$ cat src/rtl/gen_sched_pkg.sv
// Shared types and constants for the packet-generator scheduler.
// Metadata layout: [15:14] src, [13:12] dst, [11:0] length in 32-byte blocks.
package gen_sched_pkg;

  typedef enum logic [1:0] {IDLE, ARB, SEND} state_e;

  localparam int SRC_MSB = 15;
  localparam int SRC_LSB = 14;
  localparam int DST_MSB = 13;
  localparam int DST_LSB = 12;
  localparam int LEN_MSB = 11;
  localparam int LEN_LSB = 0;
  localparam int LEN_FW  = LEN_MSB - LEN_LSB + 1;

  localparam int MAX_BLOCKS = 64;
  localparam int CNT_W      = 10;
  // Legal lengths 1..64 fit in 7 bits, so the shadow queues store only that much.
  localparam int LEN_W      = 7;

  function automatic logic len_legal(input logic [LEN_FW-1:0] len);
    return (len != '0) && (len <= LEN_FW'(MAX_BLOCKS));
  endfunction

endpackage

$ cat src/rtl/gen_sched_len_fifo.sv
// Shadow length queue for one generator: synchronous FIFO of block counts.
// Push is ignored when full; pop is ignored when empty; both may coincide.
module len_fifo
  import gen_sched_pkg::*;
#(
  parameter int DEPTH = 16,
  parameter int CW    = $clog2(DEPTH + 1)
) (
  input  logic             clk,
  input  logic             reset,
  input  logic             push_i,
  input  logic             pop_i,
  input  logic [LEN_W-1:0] data_i,
  output logic [LEN_W-1:0] head_o,
  output logic [CW-1:0]    count_o,
  output logic             full_o,
  output logic             empty_o
);

  localparam int AW = (DEPTH > 1) ? $clog2(DEPTH) : 1;

  logic [LEN_W-1:0] mem_q [DEPTH];
  logic [AW-1:0]    wr_q, rd_q;
  logic [CW-1:0]    cnt_q;
  logic             do_push, do_pop;

  assign full_o  = (cnt_q == CW'(DEPTH));
  assign empty_o = (cnt_q == '0);
  assign do_push = push_i && !full_o;
  assign do_pop  = pop_i && !empty_o;
  assign head_o  = mem_q[rd_q];
  assign count_o = cnt_q;

  function automatic logic [AW-1:0] bump(input logic [AW-1:0] p);
    return (p == AW'(DEPTH - 1)) ? '0 : p + 1'b1;
  endfunction

  always_ff @(posedge clk) begin
    if (reset) begin
      wr_q  <= '0;
      rd_q  <= '0;
      cnt_q <= '0;
    end else begin
      if (do_push) wr_q <= bump(wr_q);
      if (do_pop)  rd_q <= bump(rd_q);
      case ({do_push, do_pop})
        2'b10:   cnt_q <= cnt_q + 1'b1;
        2'b01:   cnt_q <= cnt_q - 1'b1;
        default: cnt_q <= cnt_q;
      endcase
    end
  end

  // Storage needs no reset; the pointers define what is valid.
  always_ff @(posedge clk) begin
    if (do_push) mem_q[wr_q] <= data_i;
  end

endmodule

$ cat src/rtl/gen_sched.sv
// Steers host metadata writes to per-port generators and round-robin grants
// the shared output slot to one generator for one whole packet at a time.
module gen_sched
  import gen_sched_pkg::*;
#(
  parameter  int NPORTS          = 4,
  parameter  int QDEPTH          = 16,
  parameter  int META_WIDTH      = 16,
  parameter  int HDR_WORDS       = 7,
  parameter  int WORDS_PER_BLOCK = 8,
  localparam int PW              = $clog2(NPORTS),
  localparam int PCW             = $clog2(QDEPTH + 1)
) (
  input  logic                  clk,
  input  logic                  reset,
  input  logic                  meta_valid,
  input  logic [PW-1:0]         meta_port,
  input  logic [META_WIDTH-1:0] meta_in,
  output logic                  meta_ready,
  output logic [NPORTS-1:0]     meta_en,
  output logic [META_WIDTH-1:0] meta_out,
  output logic                  err_drop,
  input  logic                  sched_en,
  input  logic                  out_ready,
  output logic [NPORTS-1:0]     send_en,
  output logic [PW-1:0]         grant_port,
  output logic                  busy,
  output logic                  pkt_start,
  output logic                  pkt_end,
  output logic [NPORTS*PCW-1:0] pend_cnt
);

  state_e                state_q, state_d;
  logic [PW-1:0]         grant_q, rr_q, pick_idx, grant_next;
  logic [CNT_W-1:0]      wcnt_q;
  logic                  started_q, err_q;
  logic [NPORTS-1:0]     meta_en_q;
  logic [META_WIDTH-1:0] meta_out_q;
  logic [NPORTS-1:0]     push, pop, full, empty;
  logic [LEN_W-1:0]      head  [NPORTS];
  logic [PCW-1:0]        count [NPORTS];
  logic                  accept, legal, fire, last_send, pick_found;

  // First requester at or after ptr, wrapping; scanning downward lets the
  // smallest offset win without an early exit.
  function automatic logic [PW:0] rr_pick(input logic [NPORTS-1:0] req,
                                          input logic [PW-1:0]     ptr);
    logic [PW:0] res;
    int          idx;
    res = '0;
    for (int i = NPORTS - 1; i >= 0; i--) begin
      idx = (int'(ptr) + i) % NPORTS;
      if (req[idx]) res = {1'b1, PW'(idx)};
    end
    return res;
  endfunction

  assign meta_ready = !full[meta_port];
  assign accept     = meta_valid && meta_ready;
  assign legal      = len_legal(meta_in[LEN_MSB:LEN_LSB]);
  assign {pick_found, pick_idx} = rr_pick(~empty, rr_q);
  assign grant_next = (grant_q == PW'(NPORTS - 1)) ? '0 : grant_q + 1'b1;

  always_comb begin
    push = '0;
    if (accept && legal) push[meta_port] = 1'b1;
  end

  for (genvar p = 0; p < NPORTS; p++) begin : g_port
    len_fifo #(.DEPTH(QDEPTH), .CW(PCW)) u_fifo (
      .clk     (clk),
      .reset   (reset),
      .push_i  (push[p]),
      .pop_i   (pop[p]),
      .data_i  (meta_in[LEN_LSB +: LEN_W]),
      .head_o  (head[p]),
      .count_o (count[p]),
      .full_o  (full[p]),
      .empty_o (empty[p])
    );
    assign pend_cnt[p*PCW +: PCW] = count[p];
  end

  always_ff @(posedge clk) begin
    if (reset) state_q <= IDLE;
    else       state_q <= state_d;
  end

  always_comb begin
    state_d = state_q;
    case (state_q)
      IDLE: if (sched_en && (~empty != '0)) state_d = ARB;
      ARB:  state_d = pick_found ? SEND : IDLE;
      SEND: if (last_send) state_d = (sched_en && (~empty != '0)) ? ARB : IDLE;
      default: state_d = IDLE;
    endcase
  end

  always_comb begin
    send_en   = '0;
    pop       = '0;
    busy      = (state_q == SEND);
    fire      = busy && out_ready;
    last_send = fire && (wcnt_q == CNT_W'(1));
    if (busy) send_en[grant_q] = out_ready;
    pop[grant_q] = last_send;
    pkt_start = fire && !started_q;
    pkt_end   = last_send;
  end

  // Word counter is loaded only in ARB, so host writes never disturb it.
  always_ff @(posedge clk) begin
    if (reset) begin
      grant_q    <= '0;
      rr_q       <= '0;
      wcnt_q     <= '0;
      started_q  <= 1'b0;
      meta_en_q  <= '0;
      meta_out_q <= '0;
      err_q      <= 1'b0;
    end else begin
      meta_en_q <= push;
      err_q     <= accept && !legal;
      if (accept && legal) meta_out_q <= meta_in;
      if (state_q == ARB && pick_found) begin
        grant_q   <= pick_idx;
        wcnt_q    <= CNT_W'(HDR_WORDS + int'(head[pick_idx]) * WORDS_PER_BLOCK);
        started_q <= 1'b0;
      end
      if (fire) begin
        wcnt_q    <= wcnt_q - 1'b1;
        started_q <= 1'b1;
      end
      if (last_send) rr_q <= grant_next;
    end
  end

  assign grant_port = grant_q;
  assign meta_en    = meta_en_q;
  assign meta_out   = meta_out_q;
  assign err_drop   = err_q;

endmodule

$ cat config.mk
export PLATFORM = sky130hd
export DESIGN_NAME = gen_sched
export DESIGN_NICKNAME = d
export VERILOG_FILES = /design/src/rtl/gen_sched_pkg.sv /design/src/rtl/gen_sched_len_fifo.sv /design/src/rtl/gen_sched.sv
export SDC_FILE = /design/constraint.sdc
export NUM_CORES = 1
export LEC_CHECK = 0
export ABC_AREA = 1
export BUFFER_PORTS_ARGS = -buffer_cell sky130_fd_sc_hd__buf_2
export CAP_MARGIN = 20
export CORE_MARGIN = 2
export CORE_UTILIZATION = 40
export CTS_BUF_LIST = sky130_fd_sc_hd__clkbuf_8
export CTS_CLUSTER_SIZE = 28
export DETAILED_ROUTE_END_ITERATION = 8
export RECOVER_POWER = 25
export SLEW_MARGIN = 20
export SYNTH_ARGS = -nofsm -noshare
export SYNTH_HDL_FRONTEND = slang
export SYNTH_HIERARCHICAL = 1
export SYNTH_SLANG_ARGS = --single-unit
export TNS_END_PERCENT = 1
$ cat constraint.sdc
create_clock -name clk -period 4.03 [get_ports clk]
set_clock_uncertainty 0.05 [all_clocks]
set_input_delay 0.6045 -clock clk [delete_from_list [all_inputs] [get_ports clk]]
set_output_delay 0.6045 -clock clk [all_outputs]
set_load 0.01 [all_outputs]
### After elaboration in Yosys (flattened, before gate mapping)

Memory sizes are Yosys's and may differ from the RTL's. A register that Yosys moved wholly into a read port is not among the register bits.
Index checks and enable logic that the tools add are counted.

| cells by class | value |
|---|---|
| magnitude comparators | 10 |
| $add $sub $neg | 22 |
| reduce and logical (&&, ||, !) cells | 46 |
| bitwise logic cells | 7 |
| equal/unequal tests | 26 |
| mux-type cells | 64 |

Operators by type and width:

| cell | number |
|---|---|
| $mux W4 | 18 |
| $pmux W5 S2 | 4 |
| $add A4 B1 Y4 const B | 8 |
| $eq A4 B4 Y1 const B | 8 |
| $mux W1 | 21 |
| $add A5 B1 Y5 const B | 4 |
| $eq A5 B5 Y1 const B | 4 |
| $logic_not A5 Y1 | 4 |
| $mux W10 | 2 |
| $sub A5 B1 Y5 const B | 4 |
| $logic_and A1 B1 Y1 | 19 |
| $bmux W7 S2 | 1 |
| $mux W7 | 2 |
| $eq A2 B2 Y1 const B | 6 |
| $le A12 B7 Y1 const B | 1 |
| $lt A3 B4 Y1 const B | 3 |
| $mux W3 | 4 |
| $reduce_bool A12 Y1 | 1 |
| $logic_not A1 Y1 | 11 |
| $add A3 B10 Y10 const A | 1 |
| $bmux W1 S2 | 5 |
| $eq A10 B1 Y1 const B | 1 |
| $eq A2 B1 Y1 const B | 5 |
| $reduce_bool A2 Y1 | 5 |
| 19 further kinds | 33 |

| word-level totals | value |
|---|---|
| RAM bits | 448 |
| memories | 4 |
| register bits after elaboration | 90 |

Memories:

| name | depth | width | read ports | clocked after memory_dff | wr ports | line | RTL |
|---|---|---|---|---|---|---|---|
| g_port[0].u_fifo.mem_q | 16 | 7 | 1 | 1 | 1 | gen_sched_len_fifo.sv:22 | `logic [LEN_W-1:0] mem_q [DEPTH];` |
| g_port[1].u_fifo.mem_q | 16 | 7 | 1 | 1 | 1 | gen_sched_len_fifo.sv:22 |  |
| g_port[2].u_fifo.mem_q | 16 | 7 | 1 | 1 | 1 | gen_sched_len_fifo.sv:22 |  |
| g_port[3].u_fifo.mem_q | 16 | 7 | 1 | 1 | 1 | gen_sched_len_fifo.sv:22 |  |

### Logic depth before layout (Yosys ltp)

Gate-level depths: netlist (run 1).

| depth | value |
|---|---|
| depth after elaboration | 17 |
| mapped depth | 25 |
| depth with buffers taken out | 24 |

### Hierarchy

The synthesis (run 1) kept the hierarchy.

Modules (own cells, without submodules):

| module | sequential area each (um2) | area each (um2) | cells each | times used |
|---|---|---|---|---|
| len_fifo at g_port[1].u_fifo | 3,703.6 | 5,544.1 | 499 | 1 |
| len_fifo at g_port[3].u_fifo | 3,703.6 | 5,539.1 | 496 | 1 |
| len_fifo at g_port[2].u_fifo | 3,703.6 | 5,532.8 | 499 | 1 |
| len_fifo at g_port[0].u_fifo | 3,703.6 | 5,529.1 | 496 | 1 |
| gen_sched | 760.7 | 2,414.8 | 345 | 1 |

### Worst setup path after synthesis (run 1)

OpenSTA, ideal clock, no wires.

| timing | value |
|---|---|
| kind | input to register |
| from | in meta_port[0] |
| to | reg g_port[3].u_fifo.cnt_q[4] |
| stages | 23 |
| data arrival time | 2,971 ps |
| path slack | 892 ps |
| data required time | 3,863 ps |
| path through | buf_4 > inv_2 > nand2_1 > nand2_1 > a21oi_2 > nand2_1 > nor2_2 > inv_2 > buf_2 > nor3_1 > nand2_2 > ha_1 > nand2_1 > inv_1 > nor2_1 > ha_1 > inv_1 > nand2_1 > nand3_1 > nand3_1 > nand2_1 > nor2_1 > nor2_1 |

| on the way | value |
|---|---|
| cells in the longest elaborated chain, start to end | 9 |
| elaborated cells on any way between the ends | 16 |
| classes of those cells | order compare: 2; eq/ne: 2; mux: 6; reduce/logical: 6 |

RTL lines:

| what | line | RTL |
|---|---|---|
| from (decl) | gen_sched.sv:17 | `input logic [PW-1:0] meta_port,` |
| $bmux W1 S2 * | gen_sched.sv:58 | `assign meta_ready = !full[meta_port];` |
| $mux W1 (implied by the code) * | gen_sched.sv:58 |  |
| $logic_not A1 Y1 * | gen_sched.sv:58 |  |
| via meta_ready | gen_sched.sv:19 | `output logic meta_ready,` |
| $logic_and A1 B1 Y1 * | gen_sched.sv:59 | `assign accept = meta_valid && meta_ready;` |
| $logic_and A1 B1 Y1 * | gen_sched.sv:66 | `if (accept && legal) push[meta_port] = 1'b1;` |
| $mux W4 * | gen_sched.sv:66 |  |
| via push[3] | gen_sched.sv:39 | `logic [NPORTS-1:0] push, pop, full, empty;` |
| $logic_and A1 B1 Y1 * | gen_sched_len_fifo.sv:29 | `assign do_push = push_i && !full_o;` |
| $eq A2 B1 Y1 / $eq A2 B2 Y1 (equally long branches) | gen_sched_len_fifo.sv:46 | `case ({do_push, do_pop})` |
| $pmux W5 S2 / $reduce_bool A2 Y1 (equally long branches) | n/a |  |
| to (signal assigned) | gen_sched_len_fifo.sv:47 | `2'b10: cnt_q <= cnt_q + 1'b1;` |
| to (signal assigned) | gen_sched_len_fifo.sv:48 | `2'b01: cnt_q <= cnt_q - 1'b1;` |
| to (signal assigned) | gen_sched_len_fifo.sv:49 | `default: cnt_q <= cnt_q;` |
| to (decl) | gen_sched_len_fifo.sv:24 | `logic [CW-1:0] cnt_q;` |

Mark *: on every way through the listed nets, which the timed path passes. The rest lies on a longest branch. The select of a mux whose other input is x is not followed.
A chain may end at the register's enable or synchronous reset.

### Final worst setup path (run 1)

| timing | value |
|---|---|
| from | reg g_port[1].u_fifo.cnt_q[0] |
| to | reg g_port[0].u_fifo.cnt_q[4] |

| on the way | value |
|---|---|
| cells in the longest elaborated chain, start to end | 10 |
| elaborated cells on any way between the ends | 12 |
| classes of those cells | eq/ne: 3; mux: 4; reduce/logical: 5 |

RTL lines:

| what | line | RTL |
|---|---|---|
| from (decl) | gen_sched_len_fifo.sv:24 |  |
| from (signal assigned) | gen_sched_len_fifo.sv:47 |  |
| from (signal assigned) | gen_sched_len_fifo.sv:48 |  |
| from (signal assigned) | gen_sched_len_fifo.sv:49 |  |
| $eq A5 B5 Y1 * | gen_sched_len_fifo.sv:27 | `assign full_o = (cnt_q == CW'(DEPTH));` |
| via full[1] | gen_sched.sv:39 |  |
| $bmux W1 S2 * | gen_sched.sv:58 |  |
| $mux W1 (implied by the code) * | gen_sched.sv:58 |  |
| $logic_not A1 Y1 * | gen_sched.sv:58 |  |
| $logic_and A1 B1 Y1 * | gen_sched.sv:59 |  |
| $logic_and A1 B1 Y1 * | gen_sched.sv:66 |  |
| $mux W4 * | gen_sched.sv:66 |  |
| via push[0] | gen_sched.sv:39 |  |
| $logic_and A1 B1 Y1 * | gen_sched_len_fifo.sv:29 |  |
| $eq A2 B1 Y1 / $eq A2 B2 Y1 (equally long branches) | gen_sched_len_fifo.sv:46 |  |
| $pmux W5 S2 / $reduce_bool A2 Y1 (equally long branches) | n/a |  |
| to (signal assigned) | gen_sched_len_fifo.sv:47 |  |
| to (signal assigned) | gen_sched_len_fifo.sv:48 |  |
| to (signal assigned) | gen_sched_len_fifo.sv:49 |  |
| to (decl) | gen_sched_len_fifo.sv:24 |  |

Marks and branches as above.

==> results.json, run 1 <==
{
  "die_w_um": 251.8,
  "dpl_cell_area_um2": 25800,
  "grt_use_total": 0.1867,
  "relSlewSlack": -0.2277,
  "cts_tree": "built",
  "syn_inst": 2335,
  "max_freq_ghz": 0.2775,
  "area.sequential_um2": 15590,
  "ys_async_sr_fraction": 0,
  "met2_length_um": 27950,
  "hold_depth": 3,
  "numCtsBuffers": 91,
  "numClockSinks": 554,
  "yosys.area.top_type": "edfxtp_1",
  "multi_input_area_um2": 6909,
  "h-tree-depth": 3,
  "final_cell_mix": "edfxtp_1 (448), inv_1 (388), nand2_1 (346)",
  "wl_per_cell_um": 17.70,
  "drc": 0,
  "p_sw_frac": 0.2178,
  "grt_max_degree": 113,
  "leakagePower_nw": 10.67,
  "rr_endpoint": "g_port[0].u_fifo/count_o[4]",
  "antenna_found_initial": 2,
  "cp-start-kind": "register",
  "coreArea_um2": 60580,
  "final_common_cell": "edfxtp_1",
  "critical_path_class": "reg2reg",
  "grt_pass1_vias": 16690,
  "fin_nets": 2539,
  "start_util": 0.4054,
  "status": "finished with violations",
  "hold_end": "meta_out[12]",
  "cts_resized": 0,
  "cts_root_buffer": "clkbuf_8",
  "setup_viol": 0,
  "worstHoldStart": "meta_in[12]",
  "via_count": 16970,
  "wl_met1_um": 26250,
  "clk_path_buf_depth": 3,
  "failed_checks": "capacitance limit, slew limit",
  "cp.required_ns": 4.55,
  "gr-total-overflow": 0,
  "power_per_cell_area_nw_per_um2": 395.9,
  "die_area_um2": 63400,
  "synth_top_area_frac": 0.5478,
  "seqPwrFrac": 0.569,
  "setup-tns-final_ns": 0,
  "p_int_mw": 8.499,
  "area.growth.synth_to_final_pct": 11.77,
  "clkPwrFrac": 0.415,
  "synth_flop_cell": "edfxtp_1",
  "syn-cell-area_um2": 24560,
  "hpwl_um": 37560,
  "path_max_fanout": 17,
  "finalNonFillerCells": 3331,
  "gp_congestion": 0.8187,
  "cp-end-kind": "register",
  "viasPerCell": 5.096,
  "path_clk_slew_ns": 0.06,
  "cts_setup_buffers": 0,
  "fillCellCount": 5660,
  "die_h_um": 251.8,
  "finalCriticalPeriod_ns": 3.603,
  "hold_slack_ns": 0.1064,
  "top_layer": "met4",
  "ys_types": 44,
  "cap_violations": 7,
  "hold_viol": 0,
  "worstMarginPinSlew_ns": 1.842,
  "synth_edf_count": 448,
  "cp.arrival_ns": 4.13,
  "grt_pass1_wl_um": 92010,
  "ant_nets": 0,
  "io_buffers": 73,
  "dp.cells": 3166,
  "power_frac_comb": 0.016,
  "ys_ff_latch": 554,
  "fin_area_um2": 27450,
  "drive_above_1_share": 0.1259,
  "synth.yosys.seq_area_share": 0.6342,
  "worstSkewPairLatency_ns": 0.69,
  "grt_setup_unrepaired": "no",
  "holdBufCountCts": 0,
  "holdCritPathClass": "in2reg",
  "rows": 90,
  "reg2regPathDepth": 24,
  "r2r_start": "g_port[1].u_fifo/count_o[0]",
  "yosys-top-cells-area": "edfxtp_1 (55%), dfxtp_1 (8.6%), inv_1 (5.3%)",
  "wirelength_um": 58960,
  "total_power_mw": 10.87,
  "drt_iter0_drc": 1458,
  "avgSynthCellArea_um2": 10.52,
  "r2r_slack_ns": 0.43,
  "num_antenna_cells": 0,
  "dr.pass1.iters": 6,
  "slew_violations": 355,
  "pin_count": 74,
  "max-vdd-ir-drop_mv": 0.2894,
  "routed-wl-met3_um": 3403,
  "syn-num-nets": 2397,
  "power_switching_mw": 2.367,
  "ys_warn_count": 6,
  "post-route-period-util": 0.8941
}
## how the worst max path moves through the flow
stage | endpoint | cells past startpoint | from
floorplan | g_port[3].u_fifo/count_o[4] | 23 | meta_port[0]
global placement | g_port[0].u_fifo/count_o[4] | 22 | meta_in[3]
detailed placement | g_port[0].u_fifo/count_o[4] | 22 | meta_in[3]
CTS | g_port[0].u_fifo/count_o[4] | 24 | g_port[1].u_fifo/count_o[0]
global route | g_port[0].u_fifo/count_o[4] | 24 | g_port[1].u_fifo/count_o[0]
finish | g_port[0].u_fifo/count_o[4] | 24 | g_port[1].u_fifo/count_o[0]
## flip-flops by register name (all words and copies together), names as in the netlist, 2 cells and up, named ones only
signal	count
meta_en	4
g_port.u_fifo/rd_q	16
g_port.u_fifo/wr_q	16
g_port.u_fifo/count_o	20
state_q	2
grant_port	2
rr_q	2
g_port.u_fifo/mem_q	448
wcnt_q	10
meta_out	16
## power groups by stage
stage / clock network [mW] / registers, mW / logic, mW
3_5_place_dp: 0 / 6.30 / 0.184
5_1_grt: 4.88 / 6.18 / 0.193
6_report: 4.50 / 6.18 / 0.178
4_1_cts: 4.64 / 6.18 / 0.184
3_3_place_gp: 0 / 6.30 / 0.181
2_1_floorplan: 0 / 6.30 / 0.0426
## cells in the mapped netlist (2+ instances only)
master	instances
buf_2	29
nand4_1	8
nor4_2	2
nor2_1	149
o21ai_0	165
nand2_1	346
clkbuf_1	23
nor3_1	14
buf_1	4
nand3_1	236
nand3b_1	4
a21oi_1	157
xnor2_1	8
xor2_1	16
o211ai_1	114
inv_1	350
a211oi_1	3
nand2_2	16
a31oi_1	2
edfxtp_1	448
a21oi_2	6
buf_4	6
buf_6	36
dfxtp_1	106
nand2_4	8
o21ai_1	3
nor4_1	4
inv_2	9
ha_1	39
nand3_2	10
## critical path: stages, from the launching register on
cell and delay, ns:
dfxtp_1 0.43, inv_1 0.08, nand4_1 0.30, inv_1 0.09
nand2_1 0.07, a21oi_1 0.07, a21oi_2 0.16, nand2_1 0.09
nor2_2 0.14, inv_2 0.08, buf_4 0.20, nor3_1 0.21
nand2_2 0.17, ha_1 0.32, nand2_1 0.10, inv_1 0.04
nor2_1 0.15, ha_1 0.19, inv_1 0.04, nand2_1 0.09
nand3_1 0.12, nand3_1 0.09, nand3_1 0.08, nand2_1 0.07
inv_1 0.04
## per-layer routing
metal / vias to the layer above / track usage
met1: 8115 / 0.2503
li1: 8284 / -
met2: 489 / 0.3043
met4: 0 / 0.06932
met3: 86 / 0.03291
met5: - / 0
## area by class of cell
type | count | share of cell area
Sequential cell | 554 | 0.5678
Clock buffer | 100 | 0.05014
Multi-Input combinational cell | 1321 | 0.2517
Clock inverter | 65 | 0.01080
Tap cell | 782 | 0.03564
Inverter | 361 | 0.04973
Timing Repair Buffer | 148 | 0.03414
## through the flow
stage / utilization / setup WS (ns)
after floorplan: - / 0.8918
after global placement: 0.4259 / 0.3137
after detailed placement: 0.4259 / 0.2040
after CTS: 0.4535 / 0.4513
after global routing: 0.4531 / 0.07620
final: 0.4531 / 0.4269
## kinds of logic after synthesis
family	after synthesis	synth area share
xor gates and xnor gates	24	0.008559
and+or+nand+nor	804	0.1464
adders and majority gates	39	0.01987
AOI/OAI and AO/OA	454	0.1065
DFF	554	0.6342
buffers and inverters	460	0.08452
Power figures use the tool's default switching activity.
==> run 2, diff against run 1 <==
BUFFER_PORTS_ARGS = -buffer_cell sky130_fd_sc_hd__buf_4   (was -buffer_cell sky130_fd_sc_hd__buf_2)
==> run 2 against run 1 <==
Highest routed layer is now met5. Combinational power increased by 4%. Critical endpoint is now g_port[3].u_fifo/count_o[4]. The flow still finishes with violations (capacitance limit, slew limit). Flip-flop and latch count unchanged. Sequential share of layout area decreased by 0.66 points.
==> results.json, run 2 (synthesis gave the netlist of run 1 again) <==
{
  "drive_above_1_share": 0.1286,
  "cp-start-kind": "register",
  "finalCriticalPeriod_ns": 3.551,
  "worstSkewPairLatency_ns": 0.70,
  "grt_pass1_wl_um": 93770,
  "numClockSinks": 554,
  "cts_tree": "built",
  "final_common_cell": "edfxtp_1",
  "hold_viol": 0,
  "holdCritPathClass": "in2reg",
  "rows": 90,
  "max_freq_ghz": 0.2816,
  "cap_violations": 7,
  "cp.arrival_ns": 4.07,
  "cts_root_buffer": "clkbuf_8",
  "largest_reg_flops": 448,
  "grt_setup_unrepaired": "no",
  "clk_path_buf_depth": 3,
  "max-vdd-ir-drop_mv": 0.3002,
  "total_power_mw": 11.38,
  "p_sw_frac": 0.2160,
  "status": "finished with violations",
  "post-route-period-util": 0.8811,
  "power_per_cell_area_nw_per_um2": 410.0,
  "die_w_um": 251.8,
  "grt_pass1_vias": 16960,
  "antenna_found_initial": 3,
  "wirelength_um": 59830,
  "dr.pass1.iters": 5,
  "cp.required_ns": 4.55,
  "die_area_um2": 63400,
  "leakagePower_nw": 10.68,
  "setup_viol": 0,
  "via_count": 16960,
  "clkPwrFrac": 0.440,
  "slew_violations": 360,
  "cp-end-kind": "register",
  "grt_max_degree": 113,
  "grt_use_total": 0.1900,
  "pin_count": 74,
  "drc": 0,
  "drt_iter0_drc": 1386,
  "numCtsBuffers": 92,
  "holdBufCountCts": 0,
  "viasPerCell": 5.089,
  "power_switching_mw": 2.458,
  "wl_per_cell_um": 17.95,
  "die_h_um": 251.8,
  "hpwl_um": 37980,
  "p_int_mw": 8.925,
  "setup-tns-final_ns": 0,
  "final_cell_mix": "edfxtp_1 (448), inv_1 (373), nand2_1 (346)",
  "path_clk_slew_ns": 0.06,
  "critical_path_class": "reg2reg",
  "power_frac_comb": 0.016,
  "start_util": 0.4054,
  "path_max_fanout": 11,
  "regMostFlops": "g_port.u_fifo/mem_q",
  "seqPwrFrac": 0.543,
  "fin_nets": 2533,
  "gp_congestion": 0.8780,
  "io_buffers": 73,
  "ant_nets": 0,
  "failed_checks": "capacitance limit, slew limit",
  "cts_setup_buffers": 0,
  "cts_resized": 0,
  "coreArea_um2": 60580,
  "area.growth.synth_to_final_pct": 13.06,
  "relSlewSlack": -1.486,
  "gr-total-overflow": 0,
  "worstMarginPinSlew_ns": 3.730,
  "h-tree-depth": 3
}
run 2: cell types whose count changed in the layout (fill, tap and decap cells not counted), moves of 2 or more:
| cell | before | now |
|---|---|---|
| buf_2 | 67 | 0 |
| buf_4 | 65 | 124 |
| bufinv_16 | 0 | 7 |
| clkbuf_4 | 0 | 2 |
| clkbuf_8 | 100 | 97 |
| clkinv_1 | 11 | 19 |
| clkinv_2 | 8 | 18 |
| clkinvlp_4 | 2 | 5 |
| inv_1 | 388 | 373 |
| inv_6 | 4 | 1 |
run 2: power by group through the flow:
stage	registers [mW]	logic, mW	clock network (mW)
6_report	6.18	0.186	5.01
5_1_grt	6.18	0.201	5.40
4_1_cts	6.18	0.195	5.15
3_5_place_dp	6.30	0.193	0
3_3_place_gp	6.30	0.190	0
2_1_floorplan	6.30	0.0426	0
run 2: metrics by stage:
| step | cell area (um^2) | setup slack (ns) | hold WS (ns) | cells | utilization |
|---|---|---|---|---|---|
| CTS | 27800 | 0.4937 | 0.04844 | 3332 | 0.4589 |
| global placement | 25930 | 0.2763 | 0.3855 | 3159 | 0.4280 |
| floorplan | 24560 | 0.8918 | 0.3757 | 2335 | - |
| detailed placement | 25930 | 0.2621 | 0.3923 | 3159 | 0.4280 |
| global route | 27770 | 0.1380 | 0.07005 | 3333 | 0.4583 |
| finish | 27770 | 0.4792 | 0.09974 | 3333 | 0.4583 |
run 2: worst paths after layout:
path / start / slack (ns) / endpoint / cells past startpoint
min: meta_in[14] / 0.1 / meta_out[14] / 3
min reg2reg: meta_out[7] / 0.40 / meta_out[7] / 2
max: g_port[1].u_fifo/count_o[0] / 0.48 / g_port[3].u_fifo/count_o[4] / 23
max reg2reg: g_port[1].u_fifo/count_o[0] / 0.48 / g_port[3].u_fifo/count_o[4] / 23
run 2: final cells by class:
| class | count | area, um^2 |
|---|---|---|
| multi-input combinational | 1321 | 6909 |
| sequential | 554 | 15580 |
| clock inverter | 76 | 538.0 |
| clock buffer | 97 | 1335 |
| tap | 782 | 978.4 |
| antenna | 1 | 2.502 |
| timing repair buffer | 141 | 1055 |
| fill | 5669 | 32820 |
| inverter | 361 | 1365 |
run 2: metal layers:
layer	global-route usage	vias up	routed length, um
met4	0.07050	2	1498
met2	0.3101	442	28320
li1	-	8273	-
met5	0	-	12
met1	0.2563	8138	26850
met3	0.03043	105	3140
run 2: critical path, cell delays in order (launching register included):
cell and delay [ns]:
dfxtp_1 0.43, inv_1 0.10, nand4_1 0.31, inv_1 0.09, nand2_1 0.07, a21oi_1 0.07
a21oi_2 0.17, nand2_1 0.09, nor2_2 0.14, inv_2 0.11, nor3_1 0.36, nand2_2 0.16
ha_1 0.32, nand2_1 0.10, inv_1 0.05, nor2_1 0.13, ha_1 0.16, inv_1 0.04
nand2_1 0.09, nand3_1 0.11, nand3_1 0.09, nand2_1 0.05, nor2_1 0.09, nor2_1 0.04
